**src/rtl/dds_stream_packer.sv**
```systemverilog
// rtl/dds_stream_packer.sv - packs 16-bit DDS samples into a framed 32-bit AXI4-Stream
// Sample pairs become words; completed words enter a FWFT FIFO, or are dropped and counted when it is full.
module dds_stream_packer #(
  parameter int FIFO_DEPTH = 16,
  parameter int LEN_WIDTH  = 16
) (
  input  logic                          AXIS_ACLK,
  input  logic                          AXIS_ARESET,
  input  logic [15:0]                   in_sample,
  input  logic                          in_valid,
  input  logic                          enable,
  input  logic [LEN_WIDTH-1:0]          frame_len,
  input  logic                          clear_ovf,
  output logic [31:0]                   M_AXIS_TDATA,
  output logic [3:0]                    M_AXIS_TKEEP,
  output logic                          M_AXIS_TLAST,
  output logic                          M_AXIS_TVALID,
  input  logic                          M_AXIS_TREADY,
  output logic [$clog2(FIFO_DEPTH):0]   fifo_level,
  output logic                          ovf,
  output logic [LEN_WIDTH-1:0]          drop_count
);

  localparam int AW  = $clog2(FIFO_DEPTH);
  localparam int LVW = AW + 1;

  logic                 en_q;
  logic [15:0]          slot0_q, slot0_d;
  logic                 has0_q, has0_d;
  logic [LEN_WIDTH-1:0] cnt_q, cnt_d, len_q, len_d, len_eff;
  logic [AW-1:0]        wr_ptr_q, rd_ptr_q;
  logic [LVW-1:0]       level_q, level_d;
  logic                 ovf_q, ovf_d;
  logic [LEN_WIDTH-1:0] drop_q, drop_d;
  logic [LEN_WIDTH:0]   drop_sum;
  logic [33:0]          mem [FIFO_DEPTH];
  logic [33:0]          head;

  logic        accept, flush, is_last, pop, full, wr_en, drop;
  logic        word_vld, word_half, word_last;
  logic [31:0] word_data;

  always_comb begin
    accept  = in_valid && enable;
    flush   = en_q && !enable && has0_q;
    // A new frame's length is taken straight from the input on its first sample.
    len_eff = (cnt_q == '0) ? frame_len : len_q;
    is_last = accept && (len_eff != '0) && (cnt_q == len_eff - LEN_WIDTH'(1));

    word_vld  = 1'b0;
    word_half = 1'b0;
    word_last = 1'b0;
    word_data = 32'h0;
    if (flush) begin
      word_vld  = 1'b1;
      word_half = 1'b1;
      word_last = 1'b1;
      word_data = {16'h0, slot0_q};
    end else if (accept && has0_q) begin
      word_vld  = 1'b1;
      word_last = is_last;
      word_data = {in_sample, slot0_q};
    end else if (is_last) begin
      word_vld  = 1'b1;
      word_half = 1'b1;
      word_last = 1'b1;
      word_data = {16'h0, in_sample};
    end

    pop   = M_AXIS_TVALID && M_AXIS_TREADY;
    full  = (level_q == LVW'(FIFO_DEPTH));
    wr_en = word_vld && (!full || pop);
    drop  = word_vld && !wr_en;

    slot0_d = (accept && !has0_q) ? in_sample : slot0_q;
    has0_d  = has0_q;
    cnt_d   = cnt_q;
    len_d   = (accept && cnt_q == '0) ? frame_len : len_q;
    if (flush) begin
      has0_d = 1'b0;
      cnt_d  = '0;
    end else if (accept) begin
      has0_d = !has0_q && !is_last;
      cnt_d  = (is_last || len_eff == '0) ? '0 : cnt_q + LEN_WIDTH'(1);
    end

    level_d  = level_q + LVW'(wr_en) - LVW'(pop);
    drop_sum = {1'b0, drop_q} + (word_half ? (LEN_WIDTH+1)'(1) : (LEN_WIDTH+1)'(2));
    ovf_d    = ovf_q;
    drop_d   = drop_q;
    if (clear_ovf) begin
      ovf_d  = 1'b0;
      drop_d = '0;
    end else if (drop) begin
      ovf_d  = 1'b1;
      drop_d = drop_sum[LEN_WIDTH] ? '1 : drop_sum[LEN_WIDTH-1:0];
    end
  end

  always_ff @(posedge AXIS_ACLK) begin
    if (AXIS_ARESET) begin
      en_q     <= 1'b0;
      slot0_q  <= '0;
      has0_q   <= 1'b0;
      cnt_q    <= '0;
      len_q    <= '0;
      wr_ptr_q <= '0;
      rd_ptr_q <= '0;
      level_q  <= '0;
      ovf_q    <= 1'b0;
      drop_q   <= '0;
    end else begin
      en_q     <= enable;
      slot0_q  <= slot0_d;
      has0_q   <= has0_d;
      cnt_q    <= cnt_d;
      len_q    <= len_d;
      level_q  <= level_d;
      ovf_q    <= ovf_d;
      drop_q   <= drop_d;
      if (wr_en) wr_ptr_q <= wr_ptr_q + AW'(1);
      if (pop)   rd_ptr_q <= rd_ptr_q + AW'(1);
    end
  end

  // Storage needs no reset: the outputs are gated by the reset-cleared level.
  always_ff @(posedge AXIS_ACLK) begin
    if (wr_en) mem[wr_ptr_q] <= {word_last, word_half, word_data};
  end

  always_comb begin
    head          = mem[rd_ptr_q];
    M_AXIS_TVALID = (level_q != '0);
    M_AXIS_TDATA  = M_AXIS_TVALID ? head[31:0] : 32'h0;
    M_AXIS_TKEEP  = !M_AXIS_TVALID ? 4'b0000 : (head[32] ? 4'b0011 : 4'b1111);
    M_AXIS_TLAST  = M_AXIS_TVALID && head[33];
  end

  assign fifo_level = level_q;
  assign ovf        = ovf_q;
  assign drop_count = drop_q;

endmodule

```
**config.mk**
```make
export PLATFORM = sky130hd
export DESIGN_NAME = dds_stream_packer
export DESIGN_NICKNAME = d
export VERILOG_FILES = /design/src/rtl/dds_stream_packer.sv
export SDC_FILE = /design/constraint.sdc
export NUM_CORES = 1
export LEC_CHECK = 0
export ABC_AREA = 1
export CORE_ASPECT_RATIO = 1.4
export CORE_MARGIN = 5
export CORE_UTILIZATION = 49
export CTS_CLUSTER_DIAMETER = 150
export DETAILED_ROUTE_END_ITERATION = 8
export DONT_BUFFER_PORTS = 1
export GPL_TIMING_DRIVEN = 0
export PLACE_DENSITY = 0.67
export SLEW_MARGIN = 20
export SYNTH_ARGS = -nofsm -noshare
export SYNTH_HDL_FRONTEND = slang
export SYNTH_SLANG_ARGS = --single-unit
```
**constraint.sdc**
```tcl
create_clock -name AXIS_ACLK -period 16.6 [get_ports AXIS_ACLK]
set_clock_uncertainty 0.2 [all_clocks]
set_input_delay 4.98 -clock AXIS_ACLK [delete_from_list [all_inputs] [get_ports AXIS_ACLK]]
set_output_delay 4.98 -clock AXIS_ACLK [all_outputs]
set_load 0.01 [all_outputs]
```
==> results of run 1 <==
-- path summary, 6_finish.rpt --
| check | start | endpoint | slack (ns) |
|---|---|---|---|
| setup / recovery | flip-flop | M_AXIS_TKEEP[3] | 6.67 |
| hold / removal | len_q[15]$_SDFFE_PP0P_ | len_q[15]$_SDFFE_PP0P_ | 0.25 |
| setup reg to reg | cnt_q[0]$_SDFFE_PP0P_ | drop_count[9]$_SDFFE_PP0P_ | 9.74 |
| hold reg to reg | len_q[15]$_SDFFE_PP0P_ | len_q[15]$_SDFFE_PP0P_ | 0.25 |
-- per-stage QoR --
stage / power, uW / cell area, um2
after floorplan: 2310 / 26500
after global placement: 2600 / 27400
after detailed placement: 2630 / 28300
after CTS: 4000 / 30200
after global routing: 4140 / 30300
final: 4000 / 30300
-- cell families after synthesis --
| family | after synthesis |
|---|---|
| simple gates | 858 |
| flops | 628 |
| compound gates | 581 |
| buf+inv | 242 |
| xor+xnor | 22 |
| fa+ha+maj | 17 |
-- flip-flops by register name, summed over array words and instances, names as in the netlist, named ones only --
| name | flops |
|---|---|
| cnt_q | 16 |
| drop_count | 16 |
| en_q | 1 |
| fifo_level | 5 |
| has0_q | 1 |
| len_q | 16 |
| mem | 544 |
| ovf | 1 |
| rd_ptr_q | 4 |
| slot0_q | 16 |
| wr_ptr_q | 4 |
-- power by group through the flow --
stage | combinational [uW] | clock (uW) | sequential, uW
2_1_floorplan | 550 | 0 | 1760
5_1_grt | 948 | 1460 | 1730
6_report | 884 | 1380 | 1730
3_3_place_gp | 836 | 0 | 1770
3_5_place_dp | 865 | 0 | 1770
4_1_cts | 870 | 1390 | 1730
-- area by class of cell --
type	instances	area share, %
Inverter	97	1.21
Clock inverter	39	1.54
Buffer	145	2.03
Sequential cell	628	59.5
Multi-Input combinational cell	1478	25.4
Clock buffer	69	4.93
Tap cell	714	2.95
Timing Repair Buffer	34	2.42
Antenna cell	1	0.00827
-- layer usage --
metal	vias to the layer above	wire (um)
met2	1100	41400
met5	-	0
met3	265	7710
met4	0	4900
met1	9544	27500
li1	8664	-
-- synthesized netlist by cell type, drive strengths merged --
master	number	share of area, %
o22ai	35	0.83
o31ai	2	0.057
a21oi	75	1.4
nand2	230	3.6
clkbuf	123	1.7
dfxtp	84	6.4
nand3	134	2.6
buf	22	0.57
clkinv	6	0.090
nand4	11	0.26
a31o	1	0.033
inv	91	1.3
xor2	18	0.60
or2	6	0.14
nand3b	10	0.28
nor2	456	6.8
fa	2	0.15
o221ai	100	3.3
ha	15	0.71
o21ai	361	6.8
xnor2	4	0.13
nor3	7	0.13
nor4	4	0.095
edfxtp	544	62
a21boi	1	0.028
a31oi	2	0.047
a211oi	3	0.085
a311oi	1	0.033
-- worst max-delay path, stage by stage, from the launching register on --
cell,delay [ns]
dfxtp_1,0.37
clkbuf_1,0.72
inv_1,0.12
clkbuf_1,0.33
clkbuf_1,0.51
clkbuf_1,0.46
nor2_1,0.18
o221ai_1,0.16
a311oi_1,0.99
buf_4,0.26
==> summary.json, run 1 <==
{
  "rsz0062_at_grt": {"value": "no"},
  "cell_internal_pwr": {"value": 2730, "unit": "uW"},
  "final-instance-count-excl-fill": {"value": 3205},
  "fmax": {"value": 101, "unit": "MHz"},
  "cellPowerDensity": {"value": 132, "unit": "nW/um2"},
  "pin_count_of_the_biggest_net_entering_global_routing": {"value": 22},
  "synth-seq-area-share": {"value": 68.1, "unit": "%"},
  "tritoncts": {"value": "done"},
  "maxCapViolations": {"value": 0},
  "slew_violations": {"value": 0},
  "synth_nets": {"value": 2403},
  "cts.reportedPaths.clkPinSlew": {"value": 0.06, "unit": "ns"},
  "crit_path_end_kind": {"value": "output port"},
  "dpl.hpwl": {"value": 57900, "unit": "um"},
  "finalCoreUtilization": {"value": 56.8, "unit": "%"},
  "design.die.area": {"value": 58800, "unit": "um2"},
  "critical_path_arrival": {"value": 4.75, "unit": "ns"},
  "design.core.area": {"value": 53300, "unit": "um2"},
  "setup.worst_path.start_class": {"value": "flip-flop"},
  "synth_fa_ha_area_share": {"value": 0.861, "unit": "%"},
  "ant_nets": {"value": 0},
  "power.share.switching": {"value": 31.7, "unit": "%"},
  "die_height": {"value": 285, "unit": "um"},
  "holdBufCountCts": {"value": 0},
  "vias_per_cell": {"value": 6.11},
  "grt.met1_usage": {"value": 31.2, "unit": "%"},
  "hp-class": {"value": "flip-flop to flip-flop"},
  "net_load_switching_power": {"value": 1270, "unit": "uW"},
  "ios": {"value": 98},
  "synth_top_family_by_area": {"value": "simple AND/OR/NAND/NOR gates"},
  "max-vdd-ir-drop": {"value": 130, "unit": "uV"},
  "max-clock-path-buffers": {"value": 3},
  "final_layout_size_suffix_gt1_share": {"value": 9.24, "unit": "%"},
  "slew-limit-headroom": {"value": 26.6, "unit": "%"},
  "cts-buffers-inserted": {"value": 57},
  "detailroute.via_count": {"value": 19600},
  "setup_slack": {"value": 6.67, "unit": "ns"},
  "synth-seq-cells": {"value": 628},
  "drt-total-wl": {"value": 81500, "unit": "um"},
  "die_width": {"value": 206, "unit": "um"},
  "mostFrequentLayoutCells": {"value": "edfxtp_1, nor2_1, o21ai_0"},
  "clkPwrFrac": {"value": 34.6, "unit": "%"},
  "preCtsSetupSlack": {"value": 6.07, "unit": "ns"},
  "synthesis.instances": {"value": 2348},
  "synth_xor_area_share": {"value": 0.728, "unit": "%"},
  "global_routing_met2_resource_utilization": {"value": 47.3, "unit": "%"},
  "globalRoute.totalOverflow": {"value": 0},
  "postCtsSetupRepairBufs": {"value": 0},
  "cts_sinks": {"value": 628},
  "worst-r2r-cell-count": {"value": 32},
  "antenna_violations_before_repair": {"value": 1},
  "hold_viol_final": {"value": 0},
  "comb_power_share": {"value": 22.1, "unit": "%"},
  "initial_core_util": {"value": 49.6, "unit": "%"},
  "met3_usage": {"value": 5.81, "unit": "%"},
  "seqCellArea": {"value": 18000, "unit": "um2"},
  "final_period_minus_worst_setup_slack": {"value": 9.93, "unit": "ns"},
  "number_of_setup_violations_in_the_final_report": {"value": 0},
  "route.detailed.drc": {"value": 0},
  "routedWlPerCell": {"value": 25.4, "unit": "um"},
  "worst_hold_path.num_cells": {"value": 2},
  "clock_tree_root_buffer_cell": {"value": "clkbuf_16"},
  "criticalPathCategory": {"value": "flip-flop to output port"},
  "vias_in_the_first_global_route": {"value": 19600},
  "synth.yosys.warnings": {"value": 0},
  "tightest_slew": {"value": 1.09, "unit": "ns"},
  "run_status": {"value": "finished clean"},
  "global_route_wire_length_before_repair": {"value": 120000, "unit": "um"},
  "fillerInstances": {"value": 4450},
  "cts.htree.levels": {"value": 2},
  "synthesized_area_per_cell": {"value": 11.3, "unit": "um2"},
  "grt-busiest-layer": {"value": "met2"},
  "totalNegativeSetupSlack": {"value": 0, "unit": "ns"},
  "clkLatencyLatePin": {"value": 0.63, "unit": "ns"},
  "crit_path_max_fanout": {"value": 10},
  "dr.first_iter.drc_count": {"value": 2125},
  "synth_compound_gate_area_share": {"value": 12.7, "unit": "%"},
  "routabilityCongestion": {"value": 0.928},
  "io_buffers": {"value": 0},
  "layout.nets": {"value": 2496},
  "synthToLayoutAreaGrowth": {"value": 14.4, "unit": "%"},
  "timing.hold.ws": {"value": 0.246, "unit": "ns"},
  "cts_resized": {"value": 0},
  "detailedRoute.firstPassIterationCount": {"value": 6},
  "final_common_cell": {"value": "edfxtp_1"},
  "grt_use_total": {"value": 27.2, "unit": "%"},
  "timing.final.crit_share": {"value": 59.8, "unit": "%"},
  "placedCellCount": {"value": 3096},
  "count_of_unique_library_cells_instantiated_by_yosys": {"value": 43},
  "synthesis.area": {"value": 26500, "unit": "um2"},
  "multiInputGateArea": {"value": 7680, "unit": "um2"},
  "cp_required": {"value": 11.42, "unit": "ns"},
  "synth.area.mux_share": {"value": 0, "unit": "%"},
  "rows": {"value": 100},
  "seq_power_share": {"value": 43.3, "unit": "%"},
  "p_leak": {"value": 0.0109, "unit": "uW"},
  "yosys.area_share.simple": {"value": 13.9, "unit": "%"}
}
Note: power is estimated with default switching activity, not from simulation.
==> inputs of run 2 (changes only) <==
==> constraint.sdc (replaced) <==
create_clock -name AXIS_ACLK -period 9.23 [get_ports AXIS_ACLK]
set_clock_uncertainty 0.2 [all_clocks]
set_input_delay 2.769 -clock AXIS_ACLK [delete_from_list [all_inputs] [get_ports AXIS_ACLK]]
set_output_delay 2.769 -clock AXIS_ACLK [all_outputs]
set_load 0.01 [all_outputs]
==> results of run 2 <==
Same layout as run 1 (identical final DEF). Status: finished clean.
Among the figures that moved: setup slack after placement 6.07 ns -> 0.914 ns; setup slack after layout 6.67 ns -> 1.51 ns; register-to-register setup slack 9.74 ns -> 2.37 ns; total power 4000 uW -> 7190 uW; worst IR drop on VDD 130 uV -> 234 uV
